### config.mk
export PLATFORM = sky130hd
export DESIGN_NAME = note_player
export DESIGN_NICKNAME = d
export VERILOG_FILES = /design/src/rtl/music_pkg.sv /design/src/rtl/tone_gen.sv /design/src/rtl/note_player.sv
export SDC_FILE = /design/constraint.sdc
export NUM_CORES = 1
export LEC_CHECK = 0
export ABC_CLOCK_PERIOD_IN_PS = 5100
export CAP_MARGIN = 20
export CORE_MARGIN = 4
export CORE_UTILIZATION = 54
export CTS_BUF_LIST = sky130_fd_sc_hd__clkbuf_16
export DETAILED_ROUTE_END_ITERATION = 8
export PLACE_DENSITY_LB_ADDON = 0.1
export SLEW_MARGIN = 20
export SYNTH_ARGS = -nofsm -noshare
export SYNTH_HDL_FRONTEND = slang
export SYNTH_SLANG_ARGS = --single-unit
### constraint.sdc
create_clock -name clk -period 5.1 [get_ports clk]
set_input_delay 1.53 -clock clk [delete_from_list [all_inputs] [get_ports clk]]
set_output_delay 1.53 -clock clk [all_outputs]
set_load 0.02 [all_outputs]
### src/rtl/music_pkg.sv
// ============================================================================
// Module : music_pkg
// Brief  : Note codes, sizing constants and the half-period helper for note_player.
// Rev    : 1.0
// ============================================================================
`default_nettype none

package music_pkg;

  localparam int unsigned MUSIC_DEPTH  = 16;
  localparam int unsigned MUSIC_NOTE_W = 4;
  localparam int unsigned HALF_W       = 17;

  localparam logic [MUSIC_NOTE_W-1:0] NOTE_REST = 4'd0;
  localparam logic [MUSIC_NOTE_W-1:0] NOTE_C4   = 4'd1;
  localparam logic [MUSIC_NOTE_W-1:0] NOTE_CS4  = 4'd2;
  localparam logic [MUSIC_NOTE_W-1:0] NOTE_D4   = 4'd3;
  localparam logic [MUSIC_NOTE_W-1:0] NOTE_DS4  = 4'd4;
  localparam logic [MUSIC_NOTE_W-1:0] NOTE_E4   = 4'd5;
  localparam logic [MUSIC_NOTE_W-1:0] NOTE_F4   = 4'd6;
  localparam logic [MUSIC_NOTE_W-1:0] NOTE_FS4  = 4'd7;
  localparam logic [MUSIC_NOTE_W-1:0] NOTE_G4   = 4'd8;
  localparam logic [MUSIC_NOTE_W-1:0] NOTE_GS4  = 4'd9;
  localparam logic [MUSIC_NOTE_W-1:0] NOTE_A4   = 4'd10;
  localparam logic [MUSIC_NOTE_W-1:0] NOTE_AS4  = 4'd11;
  localparam logic [MUSIC_NOTE_W-1:0] NOTE_B4   = 4'd12;

  // Pitches are held in millihertz; half = floor(clk_hz / (2 * f)) = clk_hz*500 / f_mHz.
  function automatic logic [HALF_W-1:0] half_period(input logic [MUSIC_NOTE_W-1:0] code,
                                                    input int unsigned clk_hz);
    logic [63:0] f_mhz;
    logic [63:0] num;
    case (code)
      NOTE_C4:  f_mhz = 64'd261626;
      NOTE_CS4: f_mhz = 64'd277183;
      NOTE_D4:  f_mhz = 64'd293665;
      NOTE_DS4: f_mhz = 64'd311127;
      NOTE_E4:  f_mhz = 64'd329628;
      NOTE_F4:  f_mhz = 64'd349228;
      NOTE_FS4: f_mhz = 64'd369994;
      NOTE_G4:  f_mhz = 64'd391995;
      NOTE_GS4: f_mhz = 64'd415305;
      NOTE_A4:  f_mhz = 64'd440000;
      NOTE_AS4: f_mhz = 64'd466164;
      NOTE_B4:  f_mhz = 64'd493883;
      NOTE_REST: f_mhz = 64'd0;
      default:  f_mhz = 64'd0;
    endcase
    num = 64'(clk_hz) * 64'd500;
    if (f_mhz == 64'd0) begin
      return '0;
    end
    return HALF_W'(num / f_mhz);
  endfunction

endpackage

`default_nettype wire

### src/rtl/tone_gen.sv
// ============================================================================
// Module : tone_gen
// Brief  : Reloading half-period counter that toggles a square-wave output.
// Rev    : 1.0
// ============================================================================
`default_nettype none

module tone_gen
  import music_pkg::*;
(
  input  logic              clk,
  input  logic              reset,
  input  logic [HALF_W-1:0] half,
  input  logic              restart,
  output logic              audio_out
);

  logic [HALF_W-1:0] cnt_q, cnt_d;
  logic              audio_q, audio_d;

  always_comb begin
    cnt_d   = cnt_q;
    audio_d = audio_q;
    if (half == '0) begin
      cnt_d   = '0;
      audio_d = 1'b0;
    end else if (restart) begin
      // New pitch starts low so the first rising edge lands exactly half cycles later.
      cnt_d   = half - HALF_W'(1);
      audio_d = 1'b0;
    end else if (cnt_q == '0) begin
      cnt_d   = half - HALF_W'(1);
      audio_d = ~audio_q;
    end else begin
      cnt_d   = cnt_q - HALF_W'(1);
    end
  end

  always_ff @(posedge clk) begin
    if (reset) begin
      cnt_q   <= '0;
      audio_q <= 1'b0;
    end else begin
      cnt_q   <= cnt_d;
      audio_q <= audio_d;
    end
  end

  assign audio_out = audio_q;

endmodule

`default_nettype wire

### src/rtl/note_player.sv
// ============================================================================
// Module : note_player
// Brief  : Note store with edge-triggered loading and square-wave playback.
// Rev    : 1.0
// ============================================================================
`default_nettype none

module note_player
  import music_pkg::*;
#(
  parameter int unsigned CLK_HZ = 50_000_000,
  parameter int unsigned DEPTH  = MUSIC_DEPTH,
  parameter int unsigned NOTE_W = MUSIC_NOTE_W
) (
  input  logic              clk,
  input  logic              reset,
  input  logic              ld_note,
  input  logic              ld_play,
  input  logic [3:0]        note_counter,
  input  logic [NOTE_W-1:0] note_in,
  output logic              audio_out,
  output logic [NOTE_W-1:0] note_out,
  output logic [4:0]        note_count
);

  localparam int unsigned PTR_W  = $clog2(DEPTH);
  localparam int unsigned NCODES = 2 ** NOTE_W;

  logic [NOTE_W-1:0] mem_q [DEPTH];
  logic [NOTE_W-1:0] mem_d [DEPTH];
  logic [PTR_W-1:0]  wr_ptr_q, wr_ptr_d;
  logic [4:0]        count_q, count_d;
  logic [NOTE_W-1:0] cur_note_q, cur_note_d;
  logic              ld_note_q;

  logic              w_wr;
  logic              w_restart;
  logic [HALF_W-1:0] w_half;
  logic [HALF_W-1:0] w_half_tbl [NCODES];

  // Constant-folded lookup; no divider survives synthesis.
  for (genvar gi = 0; gi < NCODES; gi++) begin : g_half
    assign w_half_tbl[gi] = half_period(MUSIC_NOTE_W'(gi), CLK_HZ);
  end

  assign w_wr = ld_note & ~ld_note_q & ~ld_play;

  always_comb begin
    mem_d    = mem_q;
    wr_ptr_d = wr_ptr_q;
    count_d  = count_q;
    if (w_wr) begin
      mem_d[wr_ptr_q] = note_in;
      wr_ptr_d        = wr_ptr_q + PTR_W'(1);
      if (count_q != 5'(DEPTH)) begin
        count_d = count_q + 5'd1;
      end
    end
  end

  always_comb begin
    cur_note_d = '0;
    if (ld_play) begin
      cur_note_d = mem_q[note_counter];
    end
  end

  // Tone generator sees the upcoming note so its reload coincides with cur_note updating.
  assign w_half    = w_half_tbl[cur_note_d];
  assign w_restart = (cur_note_d != cur_note_q);

  always_ff @(posedge clk) begin
    if (reset) begin
      mem_q      <= '{default: '0};
      wr_ptr_q   <= '0;
      count_q    <= '0;
      cur_note_q <= '0;
      ld_note_q  <= 1'b0;
    end else begin
      mem_q      <= mem_d;
      wr_ptr_q   <= wr_ptr_d;
      count_q    <= count_d;
      cur_note_q <= cur_note_d;
      ld_note_q  <= ld_note;
    end
  end

  tone_gen u_tone_gen (
    .clk       (clk),
    .reset     (reset),
    .half      (w_half),
    .restart   (w_restart),
    .audio_out (audio_out)
  );

  assign note_out   = cur_note_q;
  assign note_count = count_q;

endmodule

`default_nettype wire

==> results of run 1 <==
worst max-delay path, stage by stage:
cell	delay (ns)
clkdlybuf4s50_1	0.51
buf_12	0.14
mux4_2	0.49
mux2_2	0.31
o211ai_4	0.18
buf_6	0.16
ha_1	0.19
inv_1	0.07
ha_1	0.20
or3_4	0.41
a221oi_4	0.36
nand3_2	0.15
or3b_1	0.36
a21oi_1	0.13
final timing paths:
check,startpoint,endpoint,slack (ns),cells after the start
max,note_counter[2],u_tone_gen.cnt_q[16],0.20,14
max reg2reg,mem_q[29],u_tone_gen.cnt_q[16],1.74,12
min,mem_q[27],mem_q[27],0.50,2
min reg2reg,mem_q[27],mem_q[27],0.50,2
power groups by stage:
stage | logic (W) | clock network, W | registers [W]
2_1_floorplan | 0.000365 | 0 | 0.000838
3_3_place_gp | 0.000518 | 0 | 0.000842
3_5_place_dp | 0.000526 | 0 | 0.000844
4_1_cts | 0.000529 | 0.000677 | 0.000827
5_1_grt | 0.000588 | 0.000704 | 0.000833
6_report | 0.000535 | 0.000669 | 0.000827
final cells by class:
type | instances | area [um2]
multi-input combinational | 453 | 3500
fill | 813 | 3180
sequential | 96 | 1920
timing repair buffer | 101 | 847
clock buffer | 9 | 225
tap | 133 | 166
clock inverter | 7 | 62.6
inverter | 13 | 51.3
per-layer routing:
layer | up-vias | track usage | share of wire
li1 | 2292 | - | -
met1 | 2256 | 0.294 | 0.42
met2 | 112 | 0.449 | 0.51
met3 | 37 | 0.0358 | 0.042
met4 | 0 | 0.112 | 0.031
met5 | - | 0 | 0
flip-flops by register name, summed over array words and instances (netlist names):
| signal | count |
|---|---|
| mem_q | 64 |
| u_tone_gen.cnt_q | 17 |
| note_count | 5 |
| note_out | 4 |
| wr_ptr_q | 4 |
| ld_note_q | 1 |
| u_tone_gen.audio_out | 1 |
kinds of logic after synthesis:
| kind of cell | share of synthesized area |
|---|---|
| adders and majority gates | 0.0424 |
| muxes | 0.193 |
| and+or+nand+nor | 0.195 |
| DFF | 0.342 |
| AOI/OAI and AO/OA | 0.137 |
| xor gates and xnor gates | 0.0499 |
| buffers and inverters | 0.0408 |
through the flow:
step	util	setup slack (ns)	power [W]	hold slack, ns	cells
after CTS	0.675	0.0167	0.00203	0.500	810
after global routing	0.680	0.0183	0.00212	0.526	812
after detailed placement	0.646	-0.386	0.00137	0.483	794
final	0.680	0.198	0.00203	0.497	812
after global placement	0.646	-0.258	0.00136	0.468	794
after floorplan	-	0.0127	0.00120	0.454	592
synth_stat cells, types with 5 or more instances:
cell type and n:
a211oi_1 7, o22ai_1 5, o31ai_1 5, nor3_2 5, mux2i_1 75, nor2_1 107
inv_1 10, xor2_1 18, mux2_2 8, o22a_1 5, a211oi_2 12, nand4_1 5
buf_6 8, mux4_2 8, clkbuf_1 17, a21oi_1 17, nand2_1 20, o21ai_0 8
nand3_1 22, nor3_1 18, dfxtp_1 96, ha_1 19, nor2b_1 6, xnor2_1 14
repair_timing:
action	4_1_cts	5_1_grt
gates resized for setup	0	9
pin swaps	1	5
buffers inserted	0	2
endpoints found under the setup margin	1	8
==> impl_metrics.py, run 1 <==
metrics = {
    "status": {
        "status": "finished, final reports clean",
    },
    "timing": {
        "period_share": 0.961,
        "finalClockSkew_ns": 0.00513,
        "setup_tns_ns": 0,
        "rsz0062_at_grt": "no",
        "hold_viol_final": 0,
        "fmax_ghz": 0.204,
        "setup_viol": 0,
        "max-slew-margin-rel": 0.400,
        "period_minus_slack_ns": 4.90,
        "worst_slew_pin_slew_ns": 0.900,
        "drv_slew": 0,
    },
    "drt": {
        "wl_um": 14300,
        "vias_per_cell": 5.78,
        "first_iter_violations": 181,
        "drt-wirelength-per-cell_um": 17.6,
        "drc": 0,
        "vias": 4697,
        "ant_nets": 0,
        "drtPass1Iterations": 5,
    },
    "layout": {
        "nets": 705,
        "design_area_mm2": 0.00677,
        "mostFrequentLayoutCell": "nor2_1",
        "antennaDiodeCount": 0,
        "areaGrowthSynthToFinish_pct": 20.7,
        "drive_above_1_share": 0.242,
        "layout_common_cells": "nor2_1 (107), dfxtp_1 (96), buf_4 (76)",
    },
    "synthesis": {
        "syn_area_per_cell_um2": 9.48,
        "yosysSeqAreaShare": 0.342,
        "yosys.area.top_type": "dfxtp_1",
        "synthesis.area_mm2": 0.00561,
        "synth_nets": 623,
        "synth_area_leaders": "dfxtp_1 (34%), mux2i_1 (13%), nor2_1 (7.2%), ha_1 (4.2%), mux4_2 (3.2%)",
        "synth_top_area_frac": 0.342,
        "synth_warnings": 0,
        "synth_flop_cell": "dfxtp_1",
        "synth_cells": 592,
        "synth.distinct_cells": 73,
        "async_flop_share": 0,
        "synth_edf_count": 0,
        "synth-seq-cells": 96,
    },
    "placement": {
        "place_area_mm2": 0.00643,
        "place_congestion": 0.981,
        "dpl.hpwl_um": 11000,
        "port_buffers": 21,
    },
    "floorplan": {
        "initial_core_util": 0.564,
        "die_x_um": 110,
        "design.die.area_mm2": 0.0121,
        "rows": 36,
        "ios": 22,
        "core_area_mm2": 0.00995,
        "die_h_um": 110,
    },
    "clock_network": {
        "root_buffer": "clkbuf_16",
        "clockBufferDepth": 2,
        "cts_buffers": 9,
        "clk_latency_ns": 0.35,
        "cts_tree": "done",
        "cts.reportedPaths.clkPinSlew_ns": 0.07,
        "htreeDepth": 3,
        "cts_hold_buf": 0,
        "clock_sinks": 96,
    },
    "grt": {
        "grt_max_degree": 50,
        "grt_pass1_vias": 4704,
        "grt-ovfl-total": 0,
        "antenna_found_initial": 0,
        "grt_first_pass_wirelength_um": 23400,
        "track_usage": 0.251,
    },
    "flow_run": {
        "drv_cap": 0,
    },
    "pwr": {
        "powerDensity_mw_per_mm2": 300,
        "power_frac_comb": 0.264,
        "intPower_w": 0.00139,
        "peakVddDrop_mv": 0.211,
        "swShare": 0.318,
        "leakage_nw": 2.96,
        "clockPowerShare": 0.329,
        "switchingPower_w": 0.000645,
        "p_seq_frac": 0.407,
    },
    "setup_path": {
        "required_ns": 5.38,
        "crit_path_max_fanout": 8,
        "start_kind": "input port",
        "cp_data_arrival_time_ns": 5.18,
        "critPathKind": "in -> reg",
        "critPathCaptureType": "flip-flop",
    },
    "min_path": {
        "min_path_type": "reg -> reg",
    },
}
Power figures use the tool's default switching activity.
==> run 2, diff against run 1 <==
SETUP_SLACK_MARGIN = 0.1   (was default)
==> run 2 against run 1 <==
  * Clock-buffer cell count unchanged
  * Die area did not move
  * Sequential cell count did not move
  * Cell count rose by 1.1%
  * Worst hold slack got worse by 0.0044 ns
  * Critical path depth unchanged
  * Worst setup slack better by 0.091 ns
  * Sequential share of layout area shrank 0.48 points
  * Clock skew rose by 0.0063 ns
  * Cell area grew 1.7%
==> impl_metrics.py, run 2 (same netlist as run 1, synthesis figures left out) <==
metrics = {
    "status": {
        "status": "finished, final reports clean",
    },
    "timing": {
        "period_minus_slack_ns": 4.81,
        "setup_viol": 0,
        "worst_hold_slack_ns": 0.492,
        "period_share": 0.943,
        "max-slew-margin-rel": 0.495,
        "rsz0062_at_grt": "no",
        "drv_slew": 0,
        "fmax_ghz": 0.208,
        "hold_viol_final": 0,
        "finalClockSkew_ns": 0.0114,
        "worst_slew_pin_slew_ns": 0.758,
    },
    "layout": {
        "mostFrequentLayoutCell": "nor2_1",
        "areaGrowthSynthToFinish_pct": 22.7,
        "fin_util": 0.692,
        "largest-register": "mem_q",
        "largest_register_ffs": 64,
        "drive_above_1_share": 0.256,
        "layout_common_cells": "nor2_1 (106), dfxtp_1 (96), buf_4 (85)",
        "nets": 714,
        "antennaDiodeCount": 0,
    },
    "clock_network": {
        "clockBufferDepth": 2,
        "clock_sinks": 96,
        "cts_tree": "done",
        "clk_latency_ns": 0.35,
        "cts_buffers": 9,
        "cts.reportedPaths.clkPinSlew_ns": 0.07,
        "root_buffer": "clkbuf_16",
        "htreeDepth": 3,
    },
    "min_path": {
        "min_path_type": "reg -> reg",
    },
    "floorplan": {
        "die_h_um": 110,
        "ios": 22,
        "design.die.area_mm2": 0.0121,
        "die_x_um": 110,
        "core_area_mm2": 0.00995,
        "initial_core_util": 0.564,
        "rows": 36,
    },
    "pwr": {
        "peakVddDrop_mv": 0.307,
        "powerDensity_mw_per_mm2": 298,
        "leakage_nw": 3.05,
    },
    "setup_path": {
        "crit_path_max_fanout": 6,
        "cp.depth": 14,
        "critPathCaptureType": "flip-flop",
        "crit_family": "buffers and inverters",
        "critPathKind": "in -> reg",
        "cp_data_arrival_time_ns": 5.08,
        "endpoint": "u_tone_gen.cnt_q[12]",
        "crit_start": "note_counter[3]",
        "path_buf_inv": 4,
        "path_cells": "clkdlybuf4s50_1 -> mux4_2 -> mux2_2 -> o211ai_4 -> ha_1 -> buf_4 -> inv_2 -> ha_1 -> or3_1 -> a221oi_4 -> nand3_2 -> buf_4 -> xor2_1 -> a211oi_2",
        "required_ns": 5.37,
        "slowest_delay_ns": 0.60,
        "reg2reg_to": "u_tone_gen.cnt_q[12]",
        "start_kind": "input port",
        "crit_slowest_cell": "clkdlybuf4s50_1",
        "r2r_slack_ns": 1.61,
        "reg2reg_depth": 13,
        "worst_r2r_startpoint": "mem_q[21]",
    },
    "grt": {
        "track_usage": 0.256,
        "grt_first_pass_wirelength_um": 23700,
        "grt_pass1_vias": 4676,
        "antenna_found_initial": 0,
        "grt_max_degree": 42,
        "grt-ovfl-total": 0,
    },
    "drt": {
        "vias_per_cell": 5.75,
        "wl_um": 14700,
        "drc": 0,
        "drtPass1Iterations": 5,
        "drt-wirelength-per-cell_um": 17.9,
        "vias": 4718,
        "ant_nets": 0,
        "first_iter_violations": 256,
    },
    "flow_run": {
        "drv_cap": 0,
    },
    "placement": {
        "port_buffers": 21,
        "place_congestion": 0.917,
        "dpl.hpwl_um": 11000,
    },
}
run 2: where the power goes:
| part | total [W] | internal (W) | switching (W) |
|---|---|---|---|
| sequential | 0.000828 | 0.000790 | 0.0000381 |
| clock | 0.000683 | 0.000382 | 0.000301 |
| combinational | 0.000542 | 0.000259 | 0.000284 |
| total | 0.00205 | 0.00143 | 0.000623 |
run 2: layer usage:
metal | vias to the layer above | GRT usage | part of all wire
li1 | 2315 | - | -
met1 | 2270 | 0.305 | 0.42
met2 | 104 | 0.445 | 0.51
met3 | 29 | 0.0634 | 0.044
met4 | 0 | 0.0917 | 0.024
met5 | - | 0 | 0
run 2: final cells by class:
type / instances / area, um2
clock inverters: 7 / 71.3
well taps: 133 / 166
inverters: 13 / 51.3
repair buffers: 110 / 930
multi-input cells: 453 / 3520
fillers: 809 / 3070
flip-flops and latches: 96 / 1920
clock buffers: 9 / 225
run 2: how the worst min path moves through the flow:
stage / from / end / slack (ns) / cells past startpoint
after global routing: mem_q[8] / mem_q[8] / 0.52 / 2
after detailed placement: mem_q[3] / mem_q[3] / 0.48 / 2
final: mem_q[10] / mem_q[10] / 0.49 / 2
after floorplan: mem_q[10] / mem_q[10] / 0.45 / 2
after CTS: mem_q[10] / mem_q[10] / 0.50 / 2
after global placement: mem_q[12] / mem_q[12] / 0.47 / 2
run 2: repair_timing:
item,4_1_cts,5_1_grt
gates resized for setup,1,13
gates cloned,0,1
hold buffers,0,0
pin swaps,1,7
setup endpoints to repair,3,18
setup buffers,1,4
run 2: tightest hold or removal path: cells and delay by family, from the launching register on:
family,cells,cell delay (ns)
flops,1,0.33
mux,1,0.06
simple gates,1,0.07
run 2: through the flow:
step / cells / power, W / setup slack [ns] / instance area [um2] / setup TNS (ns)
finish: 821 / 0.00205 / 0.290 / 6890 / 0
global route: 821 / 0.00215 / 0.145 / 6890 / 0
CTS: 816 / 0.00205 / 0.124 / 6780 / 0
detailed placement: 799 / 0.00137 / -0.281 / 6480 / -3.99
global placement: 799 / 0.00136 / -0.212 / 6480 / -2.94
floorplan: 592 / 0.00120 / 0.141 / 5620 / 0
